[config.mk]
export PLATFORM = sky130hd
export DESIGN_NAME = power_stage_sequencer
export DESIGN_NICKNAME = d
export VERILOG_FILES = /design/src/rtl/power_stage_sequencer.sv
export SDC_FILE = /design/constraint.sdc
export NUM_CORES = 1
export LEC_CHECK = 0
export CAP_MARGIN = 5
export CORE_MARGIN = 1
export CORE_UTILIZATION = 45
export CTS_BUF_LIST = sky130_fd_sc_hd__clkbuf_2 sky130_fd_sc_hd__clkbuf_4 sky130_fd_sc_hd__clkbuf_8
export DETAILED_ROUTE_END_ITERATION = 8
export PLACE_DENSITY = 0.8
export RECOVER_POWER = 25
export SLEW_MARGIN = 20
export SYNTH_ARGS = -nofsm -noshare
export SYNTH_HDL_FRONTEND = slang
export SYNTH_SLANG_ARGS = --single-unit
[constraint.sdc]
create_clock -name CLK -period 2.5 [get_ports CLK]
set_input_delay 0.5 -clock CLK [delete_from_list [all_inputs] [get_ports CLK]]
set_output_delay 0.5 -clock CLK [all_outputs]
set_load 0.005 [all_outputs]
[src/rtl/power_stage_sequencer.sv]
// Staged thermometer enable sequencer: ramps hash-core groups on one at a time
// after the settled qualifier rises, and sheds them in reverse order when it drops.
module power_stage_sequencer #(
    parameter int N_STAGES      = 4,
    parameter int GAP_BITS      = 3,
    parameter int DOWN_GAP_BITS = 2
) (
    input  logic                CLK,
    input  logic                reset_n,
    input  logic                ready_in,
    input  logic                hold,
    output logic [N_STAGES-1:0] stage_en,
    output logic                all_on,
    output logic                busy,
    output logic [7:0]          abort_cnt
);

    localparam int CNT_W = (GAP_BITS > DOWN_GAP_BITS) ? GAP_BITS : DOWN_GAP_BITS;

    localparam logic [1:0] IDLE = 2'd0;
    localparam logic [1:0] UP   = 2'd1;
    localparam logic [1:0] ON   = 2'd2;
    localparam logic [1:0] DOWN = 2'd3;

    localparam logic [CNT_W-1:0]    UP_LAST   = CNT_W'((1 << GAP_BITS) - 1);
    localparam logic [CNT_W-1:0]    DOWN_LAST = CNT_W'((1 << DOWN_GAP_BITS) - 1);
    localparam logic [N_STAGES-1:0] ALL_ONES  = {N_STAGES{1'b1}};
    localparam logic [N_STAGES-1:0] FIRST_EN  = N_STAGES'(1);

    logic [1:0]          state;
    logic [CNT_W-1:0]    cnt;

    logic [1:0]          state_d;
    logic [CNT_W-1:0]    cnt_d;
    logic [N_STAGES-1:0] stage_en_d;
    logic                all_on_d;
    logic                busy_d;
    logic [7:0]          abort_cnt_d;

    logic                stop_req;
    logic [N_STAGES-1:0] en_grow;
    logic [N_STAGES-1:0] en_shrink;

    // A stop request is anything that should end a ramp-up or the ON state.
    assign stop_req  = ~ready_in | hold;
    assign en_grow   = (stage_en << 1) | FIRST_EN;
    assign en_shrink = stage_en >> 1;

    // NOTE: every next-state signal takes its hold value first, so no path leaves it unassigned (no latch).
    always_comb begin
        state_d     = state;
        cnt_d       = cnt;
        stage_en_d  = stage_en;
        all_on_d    = all_on;
        busy_d      = busy;
        abort_cnt_d = abort_cnt;

        case (state)
            IDLE: begin
                if (ready_in && !hold) begin
                    state_d    = UP;
                    stage_en_d = FIRST_EN;
                    cnt_d      = '0;
                    busy_d     = 1'b1;
                end
            end

            UP: begin
                // Abort wins over a stage advance landing on the same edge.
                if (stop_req) begin
                    state_d = DOWN;
                    cnt_d   = '0;
                    if (abort_cnt != 8'hFF) begin
                        abort_cnt_d = abort_cnt + 8'd1;
                    end
                end else if (cnt == UP_LAST) begin
                    cnt_d = '0;
                    if (stage_en == ALL_ONES) begin
                        state_d  = ON;
                        all_on_d = 1'b1;
                        busy_d   = 1'b0;
                    end else begin
                        stage_en_d = en_grow;
                    end
                end else begin
                    cnt_d = cnt + CNT_W'(1);
                end
            end

            ON: begin
                if (stop_req) begin
                    state_d  = DOWN;
                    all_on_d = 1'b0;
                    busy_d   = 1'b1;
                    cnt_d    = '0;
                end
            end

            DOWN: begin
                // Ramp-down always runs to completion; inputs are ignored here.
                if (cnt == DOWN_LAST) begin
                    cnt_d      = '0;
                    stage_en_d = en_shrink;
                    if (en_shrink == '0) begin
                        state_d = IDLE;
                        busy_d  = 1'b0;
                    end
                end else begin
                    cnt_d = cnt + CNT_W'(1);
                end
            end

            default: begin
                state_d    = IDLE;
                cnt_d      = '0;
                stage_en_d = '0;
                all_on_d   = 1'b0;
                busy_d     = 1'b0;
            end
        endcase
    end

    // NOTE: state registers use non-blocking assignment so all of them update together at the edge.
    always_ff @(posedge CLK) begin
        if (!reset_n) begin
            state     <= IDLE;
            cnt       <= '0;
            stage_en  <= '0;
            all_on    <= 1'b0;
            busy      <= 1'b0;
            abort_cnt <= 8'd0;
        end else begin
            state     <= state_d;
            cnt       <= cnt_d;
            stage_en  <= stage_en_d;
            all_on    <= all_on_d;
            busy      <= busy_d;
            abort_cnt <= abort_cnt_d;
        end
    end

    a_thermometer: assert property (@(posedge CLK) disable iff (!reset_n)
        ((stage_en & (stage_en + N_STAGES'(1))) == '0));

    a_all_on_full: assert property (@(posedge CLK) disable iff (!reset_n)
        (all_on |-> stage_en == ALL_ONES));

    a_exclusive: assert property (@(posedge CLK) disable iff (!reset_n)
        !(all_on && busy));

endmodule

==> impl_metrics.py, run 1 <==
metrics = {
    "timing": {
        "fmax_mhz": 502,
        "period_minus_slack_ns": 1.99,
        "tightest_slew_ns": 0.550,
        "slew_viol_final": 0,
        "slew_headroom": 0.633,
        "finalHoldViolations": 0,
        "post-route-period-util": 0.797,
        "fin_tns_setup_ns": 0,
        "hold_ws_ns": 0.511,
        "rsz0062_at_grt": "no",
        "fin_skew_ns": 0.00852,
        "finalSetupViolations": 0,
    },
    "cells_and_area": {
        "area_growth_pct": 18.5,
        "stdcell_area_sq_um": 1350,
        "fillCellCount": 203,
        "nets": 161,
        "final_cells": 174,
        "drive_gt1_frac": 0.0753,
        "diodes": 0,
    },
    "yosys": {
        "synth_cells": 130,
        "synth_edf_count": 0,
        "synth_area_sq_um": 1140,
        "ys_async_sr_fraction": 0,
        "ys_seq_area_frac": 0.335,
        "syn_avg_cell_area_sq_um": 8.74,
        "synthFlopType": "dfxtp_1",
        "synth_warnings": 0,
        "synth-seq-cells": 19,
        "ys_types": 42,
        "synth_nets": 144,
    },
    "power": {
        "pwr-share-seq": 0.421,
        "intPower_uw": 592,
        "power.leakage_uw": 0.000519,
        "clkPwrFrac": 0.183,
        "switching_share": 0.368,
        "p_sw_uw": 345,
        "power.total_uw": 936,
        "combinationalPowerShare": 0.396,
        "power_density_nw_per_um2": 695,
        "vdd_drop_max_uv": 383,
    },
    "place": {
        "dp.cells": 170,
        "routabilityCongestion": 0.813,
        "dpl_cell_area_sq_um": 1320,
        "port_buffers": 17,
        "dp_hpwl_um": 1840,
    },
    "critical_path": {
        "end_kind": "flip-flop",
        "crit_required_ns": 2.73,
        "crit_path_max_fanout": 9,
        "rr_worst_depth": 6,
        "start_kind": "input port",
        "arrival_ns": 2.22,
        "endpoint": "state[1]",
        "worstReg2RegStart": "state[1]",
        "crit_start": "ready_in",
        "r2r_slack_ns": 0.52,
        "criticalPathCategory": "input port to flip-flop",
        "r2r_end": "cnt[0]",
    },
    "global_route": {
        "grt_pass1_vias": 917,
        "grt_overflow": 0,
        "grt_max_degree": 17,
        "antenna_found_initial": 0,
        "track_usage": 0.203,
        "grt_pass1_wl_um": 4050,
    },
    "detailed_routing": {
        "num_vias": 1043,
        "first_iter_violations": 20,
        "viasPerCell": 5.99,
        "detail-route-antenna-nets": 0,
        "firstDrtPassIters": 4,
        "routedWlPerCell_um": 14.3,
        "routed_wl_um": 2480,
        "drc": 0,
    },
    "outcome": {
        "status": "completed",
    },
    "clock_network": {
        "clock_sinks": 19,
        "cts_buffer_depth": 2,
        "hold_buffers": 0,
        "clk_pin_slew_ns": 0.10,
        "clock_tree.root_cell": "clkbuf_4",
        "cts_tree": "built",
        "cts_setup_buffers": 0,
        "post_cts_resized": 0,
        "insertion_delay_ns": 0.30,
        "htree_num_levels": 1,
        "cts_buffers": 3,
    },
    "hold_path": {
        "hold_class": "flip-flop to flip-flop",
    },
    "job": {
        "drv_cap": 0,
    },
    "floorplan": {
        "die_w_um": 52.2,
        "initial_core_util": 0.495,
        "core-area_sq_um": 2300,
        "die_h_um": 52.2,
        "row_count": 17,
        "io_pins": 18,
        "dieArea_sq_um": 2730,
    },
}
cell usage after synthesis, types with 2 or more instances:
cell type,count,share of area
nor2_1,5,0.017
a21oi_1,8,0.035
and2_1,2,0.011
ha_1,10,0.11
a211oi_1,3,0.020
o21ai_0,8,0.035
nand4_1,4,0.022
dfxtp_1,19,0.33
clkbuf_1,3,0.0099
and4_1,2,0.015
nand2b_1,2,0.011
mux2i_1,6,0.053
nand2_1,11,0.036
nor3b_1,2,0.013
inv_1,7,0.023
or3_1,4,0.022
nand3_1,6,0.026
and3_1,2,0.011
o21a_1,3,0.020
sequential cells by signal (all words and copies together), names as in the netlist:
signal	cells
abort_cnt	8
stage_en	4
state	2
cnt	3
busy	1
all_on	1
metal layers:
layer | GRT usage | routed length (um) | up-vias
met2 | 0.314 | 1150 | 30
li1 | - | - | 505
met3 | 0.0290 | 95 | 6
met1 | 0.273 | 1190 | 502
met5 | 0 | 0 | -
met4 | 0.105 | 48 | 0
stage by stage:
stage / setup WS [ns] / util
floorplan: 0.676 / -
global placement: 0.252 / 0.573
detailed placement: 0.198 / 0.573
CTS: 0.497 / 0.586
global route: 0.348 / 0.586
finish: 0.507 / 0.586
cells in the final DEF, fill, tap and decap left out, types with 2 or more instances in the layout:
cell              n
and3_1            2
clkbuf_4          4
o21ai_0           8
nor3b_1           2
and4_1            2
nand2b_1          2
clkdlybuf4s50_1  12
mux2i_1           6
nand3_1           6
ha_1             10
o21a_1            3
a21oi_1           8
nor2_1            5
inv_1             7
a211oi_1          3
or3_1             4
and2_1            2
nand4_1           4
dfxtp_1          19
dlygate4sd3_1     5
nand2_1          11
layout make-up:
type,count,area [sq um],share of cell area
sequential,19,380,0.283
timing repair buffer,18,178,0.132
inverter,7,26.3,0.0195
multi-input combinational,98,697,0.518
clock buffer,4,30.0,0.0223
tap,28,35.0,0.0260
cell families (layout without fill, tap and decap cells):
group	after synthesis	after routing	share of synthesized area
adders and majority gates	10	10	0.110
and+or+nand+nor	47	47	0.237
muxes	7	7	0.0661
DFF	19	19	0.335
buffers and inverters	13	29	0.0518
xor gates and xnor gates	1	1	0.00771
AOI/OAI and AO/OA	33	33	0.193
worst max-delay path: stages:
cell and delay [ns]:
clkdlybuf4s50_1 0.49, nor2b_2 0.25, mux2_4 0.37, a211oi_1 0.37, mux2i_1 0.24
power groups by stage:
stage	Sequential [uW]	Clock (uW)	Combinational, uW
finish	395	171	370
global route	403	187	412
CTS	394	173	377
detailed placement	401	0	373
global placement	399	0	353
floorplan	392	0	258
worst min path at each step:
stage               slack, ns   start  endpoint  depth (start not counted)
floorplan                0.44  cnt[0]    cnt[0]                          2
global placement         0.45  cnt[0]    cnt[0]                          2
detailed placement       0.49  cnt[0]    cnt[0]                          2
CTS                      0.51  cnt[0]    cnt[0]                          2
global route             0.55  cnt[0]    cnt[0]                          2
finish                   0.51  cnt[0]    cnt[0]                          2
(Power assumes the default switching activity.)
==> run 2, diff against run 1 <==
- clock period: 2.5 -> 2 ns (I/O delays scaled with it)
==> impl_metrics.py, run 2 (same netlist as run 1, synthesis figures left out) <==
metrics = {
    "power": {
        "switching_share": 0.361,
        "clkPwrFrac": 0.167,
        "power_density_nw_per_um2": 878,
        "intPower_uw": 778,
        "combinationalPowerShare": 0.427,
        "pwr-share-seq": 0.406,
        "p_sw_uw": 440,
        "power.leakage_uw": 0.000527,
        "vdd_drop_max_uv": 472,
    },
    "critical_path": {
        "start_kind": "flip-flop",
        "crit_chain": "ha_2 -> ha_2 -> or4b_4 -> a221o_1 -> a32o_1",
        "r2r_slack_ns": 0.05,
        "rr_worst_depth": 5,
        "cpMostUsedCell": "ha_2",
        "crit_path_max_fanout": 3,
        "crit_required_ns": 2.20,
        "worstReg2RegStart": "cnt[0]",
        "cpPeakStageDelay_ns": 0.46,
        "end_kind": "flip-flop",
        "r2r_end": "state[0]",
        "criticalPathCategory": "flip-flop to flip-flop",
        "crit_slowest_cell": "or4b_4",
        "arrival_ns": 2.15,
    },
    "clock_network": {
        "post_cts_resized": 0,
        "cts_setup_buffers": 0,
        "htree_num_levels": 1,
        "clk_pin_slew_ns": 0.11,
        "cts_buffer_depth": 2,
        "cts_buffers": 3,
        "cts_tree": "built",
        "insertion_delay_ns": 0.30,
        "clock_tree.root_cell": "clkbuf_4",
        "clock_sinks": 19,
        "hold_buffers": 0,
    },
    "global_route": {
        "antenna_found_initial": 0,
        "grt_overflow": 0,
        "grt_max_degree": 17,
        "track_usage": 0.208,
        "grt_pass1_wl_um": 4190,
        "grt_pass1_vias": 946,
    },
    "floorplan": {
        "dieArea_sq_um": 2730,
        "io_pins": 18,
        "row_count": 17,
        "die_w_um": 52.2,
        "initial_core_util": 0.495,
        "core-area_sq_um": 2300,
        "die_h_um": 52.2,
    },
    "detailed_routing": {
        "num_vias": 1026,
        "drc": 0,
        "detail-route-antenna-nets": 0,
        "viasPerCell": 5.70,
        "routed_wl_um": 2560,
        "routedWlPerCell_um": 14.2,
        "first_iter_violations": 16,
        "firstDrtPassIters": 4,
    },
    "cells_and_area": {
        "reg_top3": "abort_cnt: 8 flops, stage_en: 4 flops, cnt: 3 flops",
        "regMostFlops": "abort_cnt",
        "drive_gt1_frac": 0.118,
        "diodes": 0,
        "register_area_sq_um": 382,
        "multi_input_area_sq_um": 702,
        "nets": 167,
        "largest_reg_flops": 8,
        "final_cell_mix": "dfxtp_1 (18), clkdlybuf4s50_1 (14), nand2_1 (11)",
        "fillCellCount": 220,
        "area_growth_pct": 22.1,
        "layout_commonest_cell": "dfxtp_1",
    },
    "hold_path": {
        "min_from": "cnt[0]",
        "hold_depth": 2,
        "hold_class": "flip-flop to flip-flop",
        "hold_end": "cnt[0]",
    },
    "timing": {
        "slew_viol_final": 0,
        "fmax_mhz": 514,
        "finalWorstSetupSlack_ns": 0.0533,
        "slew_headroom": 0.745,
        "finalHoldViolations": 0,
        "fin_tns_setup_ns": 0,
        "finalSetupViolations": 0,
        "rsz0062_at_grt": "no",
        "fin_skew_ns": 0.00896,
        "tightest_slew_ns": 0.380,
        "post-route-period-util": 0.973,
        "period_minus_slack_ns": 1.95,
    },
    "place": {
        "routabilityCongestion": 0.844,
        "port_buffers": 17,
        "dp_hpwl_um": 1870,
        "dp_slack_ns": -0.0996,
    },
    "outcome": {
        "status": "completed",
    },
    "job": {
        "drv_cap": 0,
    },
}
## run 2: critical path, delay by kind of cell (launching register included)
family,cells,cell delay (ns)
flops,1,0.36
simple gates,1,0.46
fa+ha+maj,2,0.37
compound gates,2,0.66
## run 2: per-layer routing
metal / part of all wire / track usage / wire length, um
met5: 0 / 0 / 0
met4: 0.011 / 0.0789 / 29
met3: 0.029 / 0.0290 / 73
met1: 0.49 / 0.263 / 1270
met2: 0.47 / 0.355 / 1190
## run 2: layout make-up
type                    instances  area share
multi-input cells              98       0.506
flip-flops and latches         19       0.275
repair buffers                 24       0.155
well taps                      28      0.0252
inverters                       7      0.0189
clock buffers                   3      0.0162
clock inverters                 1     0.00361
## run 2: stage by stage
stage	cells	instance area, sq um	hold slack [ns]	utilization	power (uW)
final	180	1390	0.477	0.604	1220
after global routing	180	1390	0.495	0.604	1300
after CTS	180	1390	0.489	0.605	1240
after detailed placement	176	1360	0.473	0.593	1040
after global placement	176	1360	0.459	0.593	1010
after floorplan	130	1140	0.445	-	813
## run 2: worst max path at each step
stage	startpoint	end	slack, ns	cells past startpoint
5_1_grt	cnt[0]	state[0]	0.003	5
2_1_floorplan	cnt[0]	state[0]	0.18	5
6_report	cnt[0]	state[0]	0.05	5
3_5_place_dp	ready_in	state[0]	-0.1	5
4_1_cts	cnt[0]	state[0]	0.02	5
3_3_place_gp	ready_in	state[0]	-0.07	5
## run 2: power groups by stage
stage | Combinational (uW) | Sequential (uW) | Clock (uW)
3_3_place_gp | 514 | 496 | 0
5_1_grt | 575 | 503 | 218
6_report | 520 | 494 | 204
4_1_cts | 537 | 494 | 206
3_5_place_dp | 532 | 503 | 0
2_1_floorplan | 323 | 490 | 0
==> RTL change 1, RTL diff (flow settings as in run 1) <==
Change the parameter `GAP_BITS` from 3 to 2.
--- a/src/rtl/power_stage_sequencer.sv
+++ b/src/rtl/power_stage_sequencer.sv
@@ -2,7 +2,7 @@
 // after the settled qualifier rises, and sheds them in reverse order when it drops.
 module power_stage_sequencer #(
     parameter int N_STAGES      = 4,
-    parameter int GAP_BITS      = 3,
+    parameter int GAP_BITS      = 2,
     parameter int DOWN_GAP_BITS = 2
 ) (
     input  logic                CLK,
Function: changed (Yosys sat finds a counterexample within 10 cycles, from zero or initial values and one cycle with reset_n low).
==> RTL change 1 against run 1 <==
  * Critical path depth increased by 1
  * Die area decreased by 11%
  * Cell area decreased by 8.9%
  * Worst setup slack got worse by 0.025 ns
  * Synthesized area decreased by 12%
  * Sequential cell count decreased by 1
  * Count of clock-buffer cells in the layout unchanged
  * Sequential power increased by 5.3%
  * Total power increased by 22%
  * Wire length decreased by 15%
  * Non-clock buffer count unchanged
  * Combinational power increased by 48%
  * Clock skew decreased by 0.0037 ns
  * Critical path type unchanged
  * Critical endpoint is now abort_cnt[7]
==> RTL change 1: results (changes against run 1) <==
[run_status]
outcome = finished clean

[place]
dp.cells = 152  ; -11%
place.detailed.hpwl_mm = 1.587  ; -14%

[yosys]
syn_inst = 110  ; -15%
synth_area_leaders = dfxtp_1, ha_1, nor2_1
syn_nets = 121  ; -16%
synth_cell_type_count = 44  ; +4.8%
ys_seq_area_share_pct = 35.91  ; +2.4 points
yosys-top-cells-count = dfxtp_1, nor2_1, inv_1

[grt]
grt_pass1_vias = 805  ; -12%
grt_pass1_wl_mm = 3.463  ; -14%
grtUsageTotal_pct = 18.66  ; -1.7 points

[cells_and_area]
nets = 141  ; -12%
layout-drive-gt1-share_pct = 8.527  ; +0.99 points
nFillCells = 188  ; -7.4%
final_cells = 156  ; -10%

[worst_setup_path]
slowest_delay_ns = 0.55  ; +0.06 ns
path_max_fanout = 4  ; -5
reg2reg_slack_ns = 0.67  ; +0.15 ns
r2r_cells = 7  ; +1
crit_slowest_cell = dlygate4sd3_1

[detailed_routing]
drtIter0Drc = 12  ; -40%
wl_per_cell_microns = 13.46  ; -5.7%

[pwr]
ir_drop_uv = 496.0  ; +30%

[timing]
tightest_slew_ns = 0.5151  ; -0.03467 ns

## RTL change 1: worst min-delay path by stage
| stage | end | slack [ns] | cells past startpoint |
|---|---|---|---|
| 2_1_floorplan | cnt[0] | 0.45 | 1 |
| 3_3_place_gp | cnt[0] | 0.46 | 1 |
| 3_5_place_dp | stage_en[0] | 0.47 | 2 |
| 4_1_cts | stage_en[0] | 0.49 | 2 |
| 5_1_grt | stage_en[0] | 0.52 | 2 |
| 6_report | stage_en[0] | 0.49 | 2 |
## RTL change 1: layout make-up
class                   count  share of cell area, %
inverters                   8                  2.449
well taps                  27                  2.755
repair buffers             18                  14.49
multi-input cells          81                  47.96
flip-flops and latches     18                  29.39
clock buffers               4                  2.959
## RTL change 1: kinds of logic (layout without fill, tap and decap cells)
family          count (synthesis)  after routing  synth area share (%)
simple gates                   39             39                 21.20
compound gates                 27             27                 21.57
flops                          18             18                 35.91
buf+inv                        11             30                 4.987
fa+ha+maj                       7              7                 8.728
xor+xnor                        4              4                 3.492
mux                             4              4                 4.115
## RTL change 1: through the flow
stage / util [%] / total power (W) / hold WS [ns] / setup WS [ns] / instance area (sq um)
after floorplan: - / 0.0007937 / 0.4486 / 0.8563 / 1003
after global placement: 59.10 / 0.0009562 / 0.4587 / 0.3482 / 1195
after detailed placement: 59.10 / 0.0009734 / 0.4735 / 0.2948 / 1195
after CTS: 60.89 / 0.001153 / 0.4913 / 0.6136 / 1231
after global routing: 60.64 / 0.001218 / 0.5247 / 0.3206 / 1226
final: 60.64 / 0.001140 / 0.4891 / 0.4826 / 1226
## RTL change 1: layer usage
layer,vias to the layer above,part of all wire (%),track usage [%]
li1,448,-,-
met1,436,45,21.97
met2,17,49,31.05
met3,4,4.1,3.115
met4,0,2.1,11.76
met5,-,0,0
## RTL change 1: critical path: cells and delay by family
family | cells | cell delay [ns]
xor gates and xnor gates | 1 | 0.17
buffers and inverters | 1 | 0.55
and+or+nand+nor | 4 | 0.98
## RTL change 1: power by group
| part | internal [W] | leakage [nW] | switching (W) |
|---|---|---|---|
| clock network | 0.0000888 | 0.0210 | 0.0000877 |
| registers | 0.000351 | 0.147 | 0.0000652 |
| logic | 0.000276 | 0.289 | 0.000271 |
| total | 0.000716 | 0.456 | 0.000424 |
==> RTL change 2, RTL diff (settings of run 1) <==
Without the edit above. Take the reset off `stage_en` and load it in a clocked block of its own.
--- a/src/rtl/power_stage_sequencer.sv
+++ b/src/rtl/power_stage_sequencer.sv
@@ -125,18 +125,20 @@
         if (!reset_n) begin
             state     <= IDLE;
             cnt       <= '0;
-            stage_en  <= '0;
             all_on    <= 1'b0;
             busy      <= 1'b0;
             abort_cnt <= 8'd0;
         end else begin
             state     <= state_d;
             cnt       <= cnt_d;
-            stage_en  <= stage_en_d;
             all_on    <= all_on_d;
             busy      <= busy_d;
             abort_cnt <= abort_cnt_d;
         end
+    end
+
+    always_ff @(posedge CLK) begin
+        stage_en <= stage_en_d;
     end
 
     a_thermometer: assert property (@(posedge CLK) disable iff (!reset_n)
Function: changed (a bounded check fails within 4 cycles, from zero or initial values and one cycle with reset_n low).
==> RTL change 2 against run 1 <==
  * Sequential cell count unchanged
  * Worst setup slack got worse by 0.012 ns
  * Non-clock buffer count unchanged
  * Critical path type is now reg2reg
  * Largest power group is now combinational logic
  * Total power increased by 23%
  * Cell area decreased by 2.1%
  * Via count decreased by 8.4%
  * Synthesized area decreased by 4.2%
  * Wire length decreased by 8.4%
  * Hold slack got worse by 0.040 ns
  * Highest routed layer unchanged
  * Combinational power increased by 36%
==> RTL change 2: results (changes against run 1) <==
[timing]
holdWs_ns = 0.4713  ; -0.03966 ns
skew_ns = 0.01571  ; +0.007191 ns
relSlewSlack_pct = 64.05  ; +0.70 points

[yosys]
synthAdderAreaFrac_pct = 11.49  ; +0.48 points
muxShareOfSynthArea_pct = 0.9195  ; -5.7 points
syn_nets = 132  ; -8.3%
synth_cell_type_count = 37  ; -12%
synth_compound_area_share_pct = 21.84  ; +2.6 points
ys_seq_area_share_pct = 38.62  ; +5.1 points
yosys_warnings = 0  ; unchanged
synth_area_leaders = dfxtp_1, ha_1, edfxtp_1
yosys-top-cells-count = a21oi_1, dfxtp_1, ha_1
postSynthAreaPerCell_sq_um = 9.225  ; +5.6%
synth_xor_area_share_pct = 0.8046  ; +0.034 points
synth_edf_count = 4  ; +4

[detailed_routing]
wl_per_cell_microns = 13.79  ; -3.4%
routed_wl_mm = 2.275  ; -8.4%
drtIter0Drc = 41  ; +110%
vias = 955  ; -8.4%

[worst_hold_path]
hold_path.startpoint = cnt[1]
worst_hold_path.endpoint = cnt[1]

[cells_and_area]
layout-drive-gt1-share_pct = 8.759  ; +1.2 points
nets = 152  ; -5.6%

[pwr]
ir_drop_uv = 522.9  ; +37%
leakage_nw = 0.4704  ; -9.4%

[worst_setup_path]
slowest_delay_ns = 0.47  ; -0.02 ns
crit_slowest_cell = or4_1
reg2reg_slack_ns = 0.50  ; -0.02 ns
r2r_start = state[1]
path_max_fanout = 14  ; +5
crit_family = compound AO/OA/AOI/OAI gates
r2r_cells = 5  ; -1
r2r_end = abort_cnt[6]

[grt]
grt_pass1_wl_mm = 3.822  ; -5.6%
grt_pass1_vias = 855  ; -6.8%
grtUsageTotal_pct = 19.69  ; -0.64 points
grt_start_max_net_pins = 15  ; -2

[place]
post_dp_cell_area_sq_um = 1289  ; -2.1%
gp_congestion = 0.8119  ; -0.16%
pre_cts_ws_ns = 0.3333  ; +0.1354 ns
place.detailed.hpwl_mm = 1.728  ; -6.1%
dp.cells = 161  ; -5.3%

[clocking]
insertion_delay_ns = 0.32  ; +0.02 ns
htreeDepth = 1  ; unchanged
post_cts_buffers = 0  ; unchanged
clk_pin_slew_ns = 0.13  ; +0.03 ns

[run_status]
outcome = finished clean

==> RTL change 2: cell types whose count changed in the layout (fill, tap and decap cells not counted), moves of 4 or more <==
cell | run 1 | this run
dfxtp_1 | 19 | 15
a21oi_1 | 8 | 16
edfxtp_1 | 0 | 4
nand2_1 | 11 | 5
mux2i_1 | 6 | 1
==> RTL change 2: layout make-up <==
cell class | count | area [sq um]
clock buffer | 3 | 22.52
clock inverter | 1 | 6.256
fill | 218 | 937.1
inverter | 8 | 30.03
multi-input combinational | 88 | 625.6
sequential | 19 | 420.4
tap | 28 | 35.03
timing repair buffer | 18 | 177.7
==> RTL change 2: layer usage <==
metal	share of wire [%]	track usage, %	up-vias
met4	0.75	9.722	0
li1	-	-	475
met5	0	0	-
met1	45	26.42	449
met3	5.5	2.679	2
met2	48	30.70	29
==> RTL change 2: how the worst max path moves through the flow <==
stage                  start      endpoint  slack, ns  cells after the start
finish              state[1]  abort_cnt[6]       0.50                      5
floorplan           state[1]   stage_en[0]       0.34                      6
detailed placement      hold   stage_en[2]       0.33                      6
global placement        hold   stage_en[0]       0.35                      6
global route        state[1]  abort_cnt[6]       0.35                      5
CTS                 state[1]  abort_cnt[6]       0.51                      5
==> RTL change 2: where the power goes <==
group          leakage [nW]  total [W]  switching [W]  internal (W)
clock network        0.0183   0.000173       0.000111     0.0000621
registers             0.157   0.000478      0.0000789      0.000399
logic                 0.295   0.000503       0.000262      0.000241
total                 0.470    0.00115       0.000452      0.000702
==> RTL change 2: cell families after synthesis <==
| family | after synthesis |
|---|---|
| buffers and inverters | 11 |
| AO/OA/AOI/OAI | 37 |
| AND/OR/NAND/NOR | 39 |
| flip-flops | 19 |
| multiplexers | 1 |
| adder cells (fa/ha/maj) | 10 |
| XOR/XNOR | 1 |
==> RTL change 2: worst register-to-register path, stage by stage (launching register included) <==
cell      delay [ns]
dfxtp_1         0.37
inv_1           0.12
ha_1            0.45
o211ai_2        0.35
or4_1           0.47
a21oi_1         0.17
==> RTL change 2: through the flow <==
stage / utilization [%] / power (W)
after CTS: 58.44 / 0.001159
after global routing: 58.44 / 0.001227
after detailed placement: 57.16 / 0.0009878
after floorplan: - / 0.0007962
after global placement: 57.16 / 0.0009616
final: 58.44 / 0.001154
